[config.mk]
export PLATFORM = sky130hd
export DESIGN_NAME = pe_net_feeder_flat
export DESIGN_NICKNAME = d
export VERILOG_FILES = /design/src/rtl/pe_net_feeder_pkg.sv /design/src/rtl/pe_net_feeder_if.sv /design/src/rtl/pe_net_col_packer.sv /design/src/rtl/pe_net_feeder.sv /design/src/flat_wrapper.sv
export SDC_FILE = /design/constraint.sdc
export NUM_CORES = 1
export LEC_CHECK = 0
export BUFFER_PORTS_ARGS = -buffer_cell sky130_fd_sc_hd__buf_2
export CORE_ASPECT_RATIO = 1.25
export CORE_MARGIN = 5
export CORE_UTILIZATION = 30
export DETAILED_ROUTE_END_ITERATION = 16
export GPL_ROUTABILITY_DRIVEN = 0
export GPL_TIMING_DRIVEN = 0
export HOLD_SLACK_MARGIN = 0.08
export SYNTH_ARGS = -nofsm -noshare
export SYNTH_HDL_FRONTEND = slang
export SYNTH_HIERARCHICAL = 1
export SYNTH_SLANG_ARGS = --single-unit
[constraint.sdc]
create_clock -name i_clk -period 4.4 [get_ports i_clk]
set_input_delay 0.66 -clock i_clk [delete_from_list [all_inputs] [get_ports i_clk]]
set_output_delay 0.66 -clock i_clk [all_outputs]
set_load 0.005 [all_outputs]
[src/rtl/pe_net_feeder_pkg.sv]
// rtl/pe_net_feeder_pkg.sv - shared sizes, FSM encoding and width helper for the PE array feeder
package pe_net_feeder_pkg;

  localparam int ROW_SIZE = 8;
  localparam int N        = 4;
  localparam int M        = 4;
  localparam int CL_IN    = 4;
  localparam int CL1      = 2;
  localparam int LINES    = 16;
  localparam int KW       = 9;

  // ceil(log2(v)), but never below one bit so a count of 1 still gets a counter
  function automatic int clog2_min1(input int v);
    int r;
    r = 0;
    for (int i = 0; i < 31; i++) begin
      if ((1 << i) < v) r = i + 1;
    end
    return (r < 1) ? 1 : r;
  endfunction

  localparam int KW_W   = clog2_min1(KW);
  localparam int LANE_W = clog2_min1(ROW_SIZE);
  localparam int COL_W  = clog2_min1(LINES);

  typedef enum logic [2:0] {
    ST_IDLE,
    ST_WCONF,
    ST_CCONF,
    ST_STREAM,
    ST_DONE
  } state_t;

endpackage

[src/rtl/pe_net_feeder_if.sv]
// rtl/pe_net_feeder_if.sv - handshake, config and array-side bus of the PE array feeder
interface pe_net_feeder_if;
  import pe_net_feeder_pkg::*;

  logic                      start;
  logic                      busy;
  logic                      done;
  logic                      w_valid;
  logic                      w_ready;
  logic [ROW_SIZE*M-1:0]     w_data;
  logic [ROW_SIZE*CL_IN-1:0] cfg_d_ch;
  logic [ROW_SIZE*CL_IN-1:0] cfg_bp_ch;
  logic [ROW_SIZE*CL1-1:0]   cfg_bp_src;
  logic                      pix_valid;
  logic                      pix_ready;
  logic [N-1:0]              pix_data;
  logic                      w_conf;
  logic [ROW_SIZE*M-1:0]     w_in;
  logic                      cntl_conf;
  logic [ROW_SIZE*CL_IN-1:0] d_ch_in;
  logic [ROW_SIZE*CL_IN-1:0] bp_ch_in;
  logic [ROW_SIZE*CL1-1:0]   bp_src_in;
  logic [ROW_SIZE*N-1:0]     d_in;
  logic [ROW_SIZE-1:0]       en_in;

  modport master (
    output start, w_valid, w_data, cfg_d_ch, cfg_bp_ch, cfg_bp_src, pix_valid, pix_data,
    input  busy, done, w_ready, pix_ready, w_conf, w_in, cntl_conf,
           d_ch_in, bp_ch_in, bp_src_in, d_in, en_in
  );

  modport slave (
    input  start, w_valid, w_data, cfg_d_ch, cfg_bp_ch, cfg_bp_src, pix_valid, pix_data,
    output busy, done, w_ready, pix_ready, w_conf, w_in, cntl_conf,
           d_ch_in, bp_ch_in, bp_src_in, d_in, en_in
  );

endinterface

[src/rtl/pe_net_col_packer.sv]
// rtl/pe_net_col_packer.sv - gathers ROW_SIZE raster pixels into one registered column beat
module pe_net_col_packer
  import pe_net_feeder_pkg::*;
(
  input  logic                  i_clk,
  input  logic                  i_rst,
  input  logic                  i_clr,
  input  logic                  i_accept,
  input  logic [N-1:0]          i_pix,
  output logic                  o_col_last,
  output logic [ROW_SIZE*N-1:0] o_d_in,
  output logic [ROW_SIZE-1:0]   o_en_in
);

  logic [LANE_W-1:0]     r_lane;
  logic [ROW_SIZE*N-1:0] r_stage;
  logic [ROW_SIZE*N-1:0] r_d_in;
  logic [ROW_SIZE-1:0]   r_en_in;
  logic                  w_last_lane;
  logic [ROW_SIZE*N-1:0] w_col;

  assign w_last_lane = (r_lane == LANE_W'(ROW_SIZE - 1));
  assign o_col_last  = i_accept && w_last_lane;
  assign o_d_in      = r_d_in;
  assign o_en_in     = r_en_in;

  // the pixel closing a column bypasses the staging register
  always_comb begin
    w_col = r_stage;
    w_col[(ROW_SIZE-1)*N +: N] = i_pix;
  end

  always_ff @(posedge i_clk) begin
    if (i_rst) begin
      r_lane  <= '0;
      r_stage <= '0;
      r_d_in  <= '0;
      r_en_in <= '0;
    end else begin
      r_en_in <= '0;
      if (i_clr) begin
        r_lane <= '0;
      end else if (i_accept) begin
        r_stage[int'(r_lane)*N +: N] <= i_pix;
        if (w_last_lane) begin
          r_lane  <= '0;
          r_d_in  <= w_col;
          r_en_in <= '1;
        end else begin
          r_lane <= r_lane + LANE_W'(1);
        end
      end
    end
  end

endmodule

[src/rtl/pe_net_feeder.sv]
// rtl/pe_net_feeder.sv - sequences weight load, control load and one pixel frame into the PE array
module pe_net_feeder
  import pe_net_feeder_pkg::*;
(
  input logic       i_clk,
  input logic       i_rst,
  pe_net_feeder_if.slave bus
);

  state_t                    r_state;
  state_t                    w_next;
  logic [KW_W-1:0]           r_wcnt;
  logic [COL_W-1:0]          r_col;
  logic                      r_busy;
  logic                      r_done;
  logic                      r_w_ready;
  logic                      r_pix_ready;
  logic                      r_w_conf;
  logic [ROW_SIZE*M-1:0]     r_w_in;
  logic                      r_cntl_conf;
  logic [ROW_SIZE*CL_IN-1:0] r_cfg_d_ch;
  logic [ROW_SIZE*CL_IN-1:0] r_cfg_bp_ch;
  logic [ROW_SIZE*CL1-1:0]   r_cfg_bp_src;
  logic [ROW_SIZE*CL_IN-1:0] r_d_ch_in;
  logic [ROW_SIZE*CL_IN-1:0] r_bp_ch_in;
  logic [ROW_SIZE*CL1-1:0]   r_bp_src_in;
  logic                      w_start;
  logic                      w_w_acc;
  logic                      w_w_last;
  logic                      w_p_acc;
  logic                      w_col_last;
  logic                      w_frame_last;

  assign w_start      = (r_state == ST_IDLE) && bus.start;
  assign w_w_acc      = bus.w_valid && r_w_ready;
  assign w_w_last     = w_w_acc && (r_wcnt == KW_W'(KW - 1));
  assign w_p_acc      = bus.pix_valid && r_pix_ready;
  assign w_frame_last = w_col_last && (r_col == COL_W'(LINES - 1));

  pe_net_col_packer u_packer (
    .i_clk      (i_clk),
    .i_rst      (i_rst),
    .i_clr      (w_start),
    .i_accept   (w_p_acc),
    .i_pix      (bus.pix_data),
    .o_col_last (w_col_last),
    .o_d_in     (bus.d_in),
    .o_en_in    (bus.en_in)
  );

  always_comb begin
    w_next = r_state;
    unique case (r_state)
      ST_IDLE:   if (bus.start) w_next = ST_WCONF;
      ST_WCONF:  if (w_w_last) w_next = ST_CCONF;
      ST_CCONF:  w_next = ST_STREAM;
      ST_STREAM: if (w_frame_last) w_next = ST_DONE;
      ST_DONE:   w_next = ST_IDLE;
      default:   w_next = ST_IDLE;
    endcase
  end

  // handshake readies lag state entry by one cycle and drop right after the final accept
  always_ff @(posedge i_clk) begin
    if (i_rst) begin
      r_state      <= ST_IDLE;
      r_wcnt       <= '0;
      r_col        <= '0;
      r_busy       <= 1'b0;
      r_done       <= 1'b0;
      r_w_ready    <= 1'b0;
      r_pix_ready  <= 1'b0;
      r_w_conf     <= 1'b0;
      r_w_in       <= '0;
      r_cntl_conf  <= 1'b0;
      r_cfg_d_ch   <= '0;
      r_cfg_bp_ch  <= '0;
      r_cfg_bp_src <= '0;
      r_d_ch_in    <= '0;
      r_bp_ch_in   <= '0;
      r_bp_src_in  <= '0;
    end else begin
      r_state     <= w_next;
      r_busy      <= (w_next != ST_IDLE);
      r_done      <= (r_state == ST_DONE);
      r_w_ready   <= (r_state == ST_WCONF) && !w_w_last;
      r_pix_ready <= (r_state == ST_STREAM) && !w_frame_last;
      r_w_conf    <= w_w_acc;
      r_cntl_conf <= (r_state == ST_CCONF);
      if (w_start) begin
        r_cfg_d_ch   <= bus.cfg_d_ch;
        r_cfg_bp_ch  <= bus.cfg_bp_ch;
        r_cfg_bp_src <= bus.cfg_bp_src;
        r_wcnt       <= '0;
        r_col        <= '0;
      end
      if (w_w_acc) begin
        r_w_in <= bus.w_data;
        r_wcnt <= r_wcnt + KW_W'(1);
      end
      if (r_state == ST_CCONF) begin
        r_d_ch_in   <= r_cfg_d_ch;
        r_bp_ch_in  <= r_cfg_bp_ch;
        r_bp_src_in <= r_cfg_bp_src;
      end
      if (w_col_last) r_col <= r_col + COL_W'(1);
    end
  end

  assign bus.busy      = r_busy;
  assign bus.done      = r_done;
  assign bus.w_ready   = r_w_ready;
  assign bus.pix_ready = r_pix_ready;
  assign bus.w_conf    = r_w_conf;
  assign bus.w_in      = r_w_in;
  assign bus.cntl_conf = r_cntl_conf;
  assign bus.d_ch_in   = r_d_ch_in;
  assign bus.bp_ch_in  = r_bp_ch_in;
  assign bus.bp_src_in = r_bp_src_in;

endmodule

[src/flat_wrapper.sv]
// flat-port wrapper written by rule: the top's interface ports become plain ports
module pe_net_feeder_flat import pe_net_feeder_pkg::*;
  (i_clk, i_rst, bus_start, bus_w_valid, bus_w_data, bus_cfg_d_ch, bus_cfg_bp_ch, bus_cfg_bp_src, bus_pix_valid, bus_pix_data, bus_busy, bus_done, bus_w_ready, bus_pix_ready, bus_w_conf, bus_w_in, bus_cntl_conf, bus_d_ch_in, bus_bp_ch_in, bus_bp_src_in, bus_d_in, bus_en_in);
  pe_net_feeder_if bus_i ();
  input logic i_clk;
  input logic i_rst;
  input wire logic [$bits(bus_i.start)-1:0] bus_start;
  input wire logic [$bits(bus_i.w_valid)-1:0] bus_w_valid;
  input wire logic [$bits(bus_i.w_data)-1:0] bus_w_data;
  input wire logic [$bits(bus_i.cfg_d_ch)-1:0] bus_cfg_d_ch;
  input wire logic [$bits(bus_i.cfg_bp_ch)-1:0] bus_cfg_bp_ch;
  input wire logic [$bits(bus_i.cfg_bp_src)-1:0] bus_cfg_bp_src;
  input wire logic [$bits(bus_i.pix_valid)-1:0] bus_pix_valid;
  input wire logic [$bits(bus_i.pix_data)-1:0] bus_pix_data;
  output wire logic [$bits(bus_i.busy)-1:0] bus_busy;
  output wire logic [$bits(bus_i.done)-1:0] bus_done;
  output wire logic [$bits(bus_i.w_ready)-1:0] bus_w_ready;
  output wire logic [$bits(bus_i.pix_ready)-1:0] bus_pix_ready;
  output wire logic [$bits(bus_i.w_conf)-1:0] bus_w_conf;
  output wire logic [$bits(bus_i.w_in)-1:0] bus_w_in;
  output wire logic [$bits(bus_i.cntl_conf)-1:0] bus_cntl_conf;
  output wire logic [$bits(bus_i.d_ch_in)-1:0] bus_d_ch_in;
  output wire logic [$bits(bus_i.bp_ch_in)-1:0] bus_bp_ch_in;
  output wire logic [$bits(bus_i.bp_src_in)-1:0] bus_bp_src_in;
  output wire logic [$bits(bus_i.d_in)-1:0] bus_d_in;
  output wire logic [$bits(bus_i.en_in)-1:0] bus_en_in;
  assign bus_i.start = bus_start;
  assign bus_i.w_valid = bus_w_valid;
  assign bus_i.w_data = bus_w_data;
  assign bus_i.cfg_d_ch = bus_cfg_d_ch;
  assign bus_i.cfg_bp_ch = bus_cfg_bp_ch;
  assign bus_i.cfg_bp_src = bus_cfg_bp_src;
  assign bus_i.pix_valid = bus_pix_valid;
  assign bus_i.pix_data = bus_pix_data;
  assign bus_busy = bus_i.busy;
  assign bus_done = bus_i.done;
  assign bus_w_ready = bus_i.w_ready;
  assign bus_pix_ready = bus_i.pix_ready;
  assign bus_w_conf = bus_i.w_conf;
  assign bus_w_in = bus_i.w_in;
  assign bus_cntl_conf = bus_i.cntl_conf;
  assign bus_d_ch_in = bus_i.d_ch_in;
  assign bus_bp_ch_in = bus_i.bp_ch_in;
  assign bus_bp_src_in = bus_i.bp_src_in;
  assign bus_d_in = bus_i.d_in;
  assign bus_en_in = bus_i.en_in;
  pe_net_feeder u_core (.i_clk(i_clk), .i_rst(i_rst), .bus(bus_i));
endmodule
# Word-level counts from Yosys, hierarchy flattened
# Index checks and enable logic that the tools add are counted.
[classes]
n_addsub = 4
eq_ne = 7
shift = 2
mux = 10
bitwise_logic = 2
n_reduce_logical = 18
[op_table]
columns = ["operator", "count"]
rows = [
  ["$neg A5 Y33", 1],
  ["$shift A4 B33 Y32 const A", 1],
  ["$shiftx A4 B33 Y32", 1],
  ["$bwmux W32", 1],
  ["$mux W3", 4],
  ["$mux W4", 3],
  ["$pmux W3 S4", 1],
  ["$add A4 B1 Y4 const B", 2],
  ["$eq A4 B4 Y1 const B", 2],
  ["$logic_and A1 B1 Y1", 8],
  ["$mux W8", 1],
  ["$eq A3 B2 Y1 const B", 2],
  ["$eq A3 B3 Y1 const B", 2],
  ["$reduce_bool A2 Y1", 2],
  ["$add A3 B1 Y3 const B", 1],
  ["$eq A3 B1 Y1 const B", 1],
  ["$logic_not A3 Y1", 1],
  ["$reduce_and A3 Y1", 1],
  ["$reduce_bool A3 Y1", 1],
  ["$reduce_or A3 Y1", 1],
  ["$logic_not A1 Y1", 2],
  ["$not A1 Y1", 2],
  ["$reduce_and A2 Y1", 1],
  ["$reduce_or A2 Y1", 1],
]
[word_totals]
ff_bits = 284
inputBits = 121
wordCells = 63

# Logic depth before layout (Yosys ltp)
[depth]
depth_word = 6
depth_mapped = 9

# Modules after synthesis
# Netlist, hierarchy kept.
[by_module_without_submodules]
columns = ["module", "instances", "cells_each", "area_each_um2", "seq_area_each_um2"]
rows = [
  ["pe_net_feeder", 1, 912, 7890.1, 4184.0],
  ["pe_net_col_packer", 1, 306, 2723.9, 1281.2],
]

# Worst setup path before layout
# OpenSTA, ideal clock, no wires.
[synth_timing]
path_kind = "input to register"
startpoint = "in bus_start"
endpoint = "reg u_core.u_packer.r_stage[20]"
setup_time_ns = 0.126
t_arrival_ns = 2.243
required_ns = 4.274
setup_slack_ns = 2.031
path_stages = 8
path_buffers = 3
path_cell_list = "or4b_1 > buf_6 > inv_12 > buf_12 > nand2b_1 > or4b_2 > clkbuf_1 > mux2i_1"
[synth_between]
elab_chain_len = 3
[synth_rtl]
columns = ["item", "line_no", "source"]
rows = [
  ["start, declared", "flat_wrapper.sv:7", "input wire logic [$bits(bus_i.start)-1:0] bus_start;"],
  ["$logic_and A1 B1 Y1", "pe_net_feeder.sv:34", "assign w_start = (r_state == ST_IDLE) && bus.start;"],
  ["net u_core.w_start", "pe_net_feeder.sv:27", "logic w_start;"],
  ["$not A1 Y1 (no line)", "-", ""],
  ["$reduce_and A2 Y1 (no line)", "-", ""],
  ["end signal, assigned by index", "pe_net_col_packer.sv:44", "r_stage[int'(r_lane)*N +: N] <= i_pix;"],
  ["end, declared", "pe_net_col_packer.sv:16", "logic [ROW_SIZE*N-1:0] r_stage;"],
]
# The timed path passes the listed nets, and every way through them passes these cells.
# A chain may end at the register's enable or synchronous reset.

# Worst setup path in the final report
[layout_timing]
startpoint = "reg u_core.u_packer.r_lane[0]"
endpoint = "reg u_core.u_packer.r_stage[2]"
[layout_between]
elab_chain_len = 3
[layout_rtl]
columns = ["item", "line_no", "source"]
rows = [
  ["start, declared", "pe_net_col_packer.sv:15", "logic [LANE_W-1:0] r_lane;"],
  ["start signal, assigned", "pe_net_col_packer.sv:50", "r_lane <= r_lane + LANE_W'(1);"],
  ["$neg A5 Y33 (*)", "pe_net_col_packer.sv:44", ""],
  ["$shiftx A4 B33 Y32 or $shift A4 B33 Y32 (tied branches)", "pe_net_col_packer.sv:44", ""],
  ["$bwmux W32 (*)", "pe_net_col_packer.sv:44", ""],
]
# Mark *: on every way between the ends. The rest lies on a longest branch, timed or not.

==> metrics.yaml <==
status: "finished clean"
rows: 77
dieArea_sq_mm: 0.0393
syn_to_final_growth_pct: 28.3
core_area_sq_mm: 0.0352
crit_type: "reg2reg"
synth_area_sq_mm: 0.0106
ys_ff_latch: 273
antenna_found_initial: 3
worst_slew_pin_slew_ps: 951
die_y_microns: 220
ys_types: 41
p_total_mw: 5.45
clock_latency_ps: 560
required_ps: 4880
cp_slowest_stage_delay_ps: 590
skew_ps: 15.1
synthMuxAreaShare: 0.0294
tritoncts: "built"
startpoint_type: "flop"
drc: 0
synth_top_family_by_area: "simple AND/OR/NAND/NOR gates"
instances_no_fill: 2025
synth_compound_area_frac: 0.143
postLayoutCellArea_sq_mm: 0.0136
maxSlewHeadroom: 0.366
synthXorXnorAreaFrac: 0
grt_max_degree: 17
holdBufCountCts: 0
maxSlewViolCount: 0
dpl.hpwl_mm: 22.2
crit_arrival_ps: 2960
fmax_mhz: 403
min_period_ps: 2480
synth.avg_cell_area_sq_um: 8.71
cts_resized: 0
synth_ff_type: "dfxtp_1"
rsz0062_at_grt: "false"
syn-num-nets: 1350
placed_cell_area_sq_mm: 0.0126
layout.nets: 1659
dp.cells: 1969
htreeDepth: 1
pwr_density_cell_mw_per_mm2: 400
setup_viol: 0
clockRootBuffer: "clkbuf_16"
finalHoldViolations: 0
post_cts_buffers: 0
io_pins: 279
wire_per_inst_microns: 14.9
grt_use_total: 0.149
maxCapViolCount: 0
crit_slowest_cell: "or4b_4"
synthAdderAreaFrac: 0.0130
cts_buffer_depth: 3
num_vias: 9070
grt_pass1_wl_mm: 47.4
die_w_microns: 178
peakVddDrop_v: 0.000253
min_path_type: "in2reg"
cp_max_fo: 8
drtIter0Drc: 367
port_buffers: 277
ys_async_sr_fraction: 0
drive_gt1_frac: 0.335
power_leakage_nw: 5.36
synth_edf_count: 0
grt_pass1_vias: 8999
clk_pin_slew_ps: 70
ant_nets: 0
yosys.area_share.simple: 0.243
via_per_inst: 4.48
ys.warnings.count: 6
wirelength_mm: 30.2
grt.overflow.total: 0
pre_cts_ws_ps: 1630
cts_sinks: 273
end_kind: "flop"
dr.pass1.iters: 4
start_util: 0.302
cp_cell_sequence: "inv_1 > ha_1 > or4b_4 > nor4b_4 > mux2i_1"
numCtsBuffers: 30
setup_ws_ps: 1920
fin_crit_sh: 0.564
yosysSeqAreaShare: 0.515
tns_ps: 0
diodes: 0
postSynthCellCount: 1218
[cells in the final DEF (no fill, tap or decap), types with 3 or more instances in the layout]
master	n
nor3_1	12
nand3b_1	4
nand4_1	11
a21oi_1	151
inv_1	7
buf_2	277
a21oi_2	79
buf_6	6
buf_1	5
nand3_1	8
buf_12	8
buf_4	8
nand2_2	79
nand2_1	383
nor2_1	8
nand2b_1	35
clkbuf_8	7
mux2i_1	30
clkbuf_1	70
dfxtp_1	273
and2_1	3
clkinv_2	10
clkbuf_16	31
ha_1	11
[cells by family after synthesis]
| family | Yosys count |
|---|---|
| flip-flops | 273 |
| AO/OA/AOI/OAI | 239 |
| multiplexers | 31 |
| buffers and inverters | 103 |
| AND/OR/NAND/NOR | 561 |
| adder cells (fa/ha/maj) | 11 |
[metal layers]
layer | GRT usage | part of all wire | routed length, microns
met4 | 0.0450 | 0.025 | 743
met1 | 0.174 | 0.40 | 11900
met3 | 0.0384 | 0.069 | 2080
met5 | 0 | 0.0011 | 33
met2 | 0.267 | 0.51 | 15400
[state kept, by name (all words and copies together), names as in the netlist]
name and flops:
u_core/bus.bp_ch_in 32, u_core/bus.bp_src_in 16, u_core/bus.busy 1, u_core/bus.cntl_conf 1, u_core/bus.d_ch_in 32, u_core/bus.done 1
u_core/bus.pix_ready 1, u_core/bus.w_conf 1, u_core/bus.w_in 32, u_core/bus.w_ready 1, u_core/r_cfg_bp_ch 32, u_core/r_cfg_bp_src 16
u_core/r_cfg_d_ch 32, u_core/r_col 4, u_core/r_state 3, u_core/r_wcnt 4, u_core/u_packer/o_d_in 32, u_core/u_packer/o_en_in 1
u_core/u_packer/r_lane 3, u_core/u_packer/r_stage 28
[critical path: cells and delay by family (launching register included)]
family,cells,cell delay [ps]
simple gates,2,1090
buf+inv,1,180
flops,1,470
fa+ha+maj,1,420
mux,1,240
[worst paths after layout]
path,slack [ps],endpoint,startpoint,depth (start not counted)
setup / recovery,1920,u_core/u_packer/r_stage[2],u_core/u_packer/r_lane[0],5
hold / removal,330,u_core/r_cfg_bp_ch[4],bus_cfg_bp_ch[4],3
setup reg to reg,1920,u_core/u_packer/r_stage[2],u_core/u_packer/r_lane[0],5
hold reg to reg,450,u_core/u_packer/o_d_in[2],u_core/u_packer/r_stage[2],2
[report_power, final]
| group | leakage [nW] | internal, mW | switching, mW |
|---|---|---|---|
| clock | 0.511 | 1.52 | 1.04 |
| sequential | 2.21 | 2.52 | 0.0251 |
| combinational | 2.64 | 0.137 | 0.201 |
[cell usage after synthesis (5+ instances only)]
master / count / area (sq um)
nand2_1: 383 / 1440
dfxtp_1: 273 / 5470
a21oi_1: 151 / 756
a21oi_2: 79 / 692
nand2_2: 79 / 494
clkbuf_1: 68 / 255
nand2b_1: 35 / 219
mux2i_1: 30 / 300
nor3_1: 12 / 60.1
ha_1: 11 / 138
nand4_1: 11 / 68.8
buf_12: 8 / 160
buf_4: 8 / 60.1
nand3_1: 8 / 40.0
nor2_1: 8 / 30.0
inv_1: 7 / 26.3
buf_6: 6 / 67.6
buf_1: 5 / 18.8
[stage by stage]
step,util,hold WS [ps]
4_1_cts,0.387,292
2_1_floorplan,-,432
6_report,0.387,326
5_1_grt,0.387,308
3_5_place_dp,0.358,443
3_3_place_gp,0.358,438
[layout make-up]
cell class	count	area (sq um)
buffer	95	562
clock buffer	40	880
clock inverter	16	143
fill	3627	21500
inverter	8	42.5
multi-input combinational	842	4540
sequential	273	5470
tap	474	593
timing repair buffer	277	1390
No activity file was read; power rests on OpenSTA's default activity.
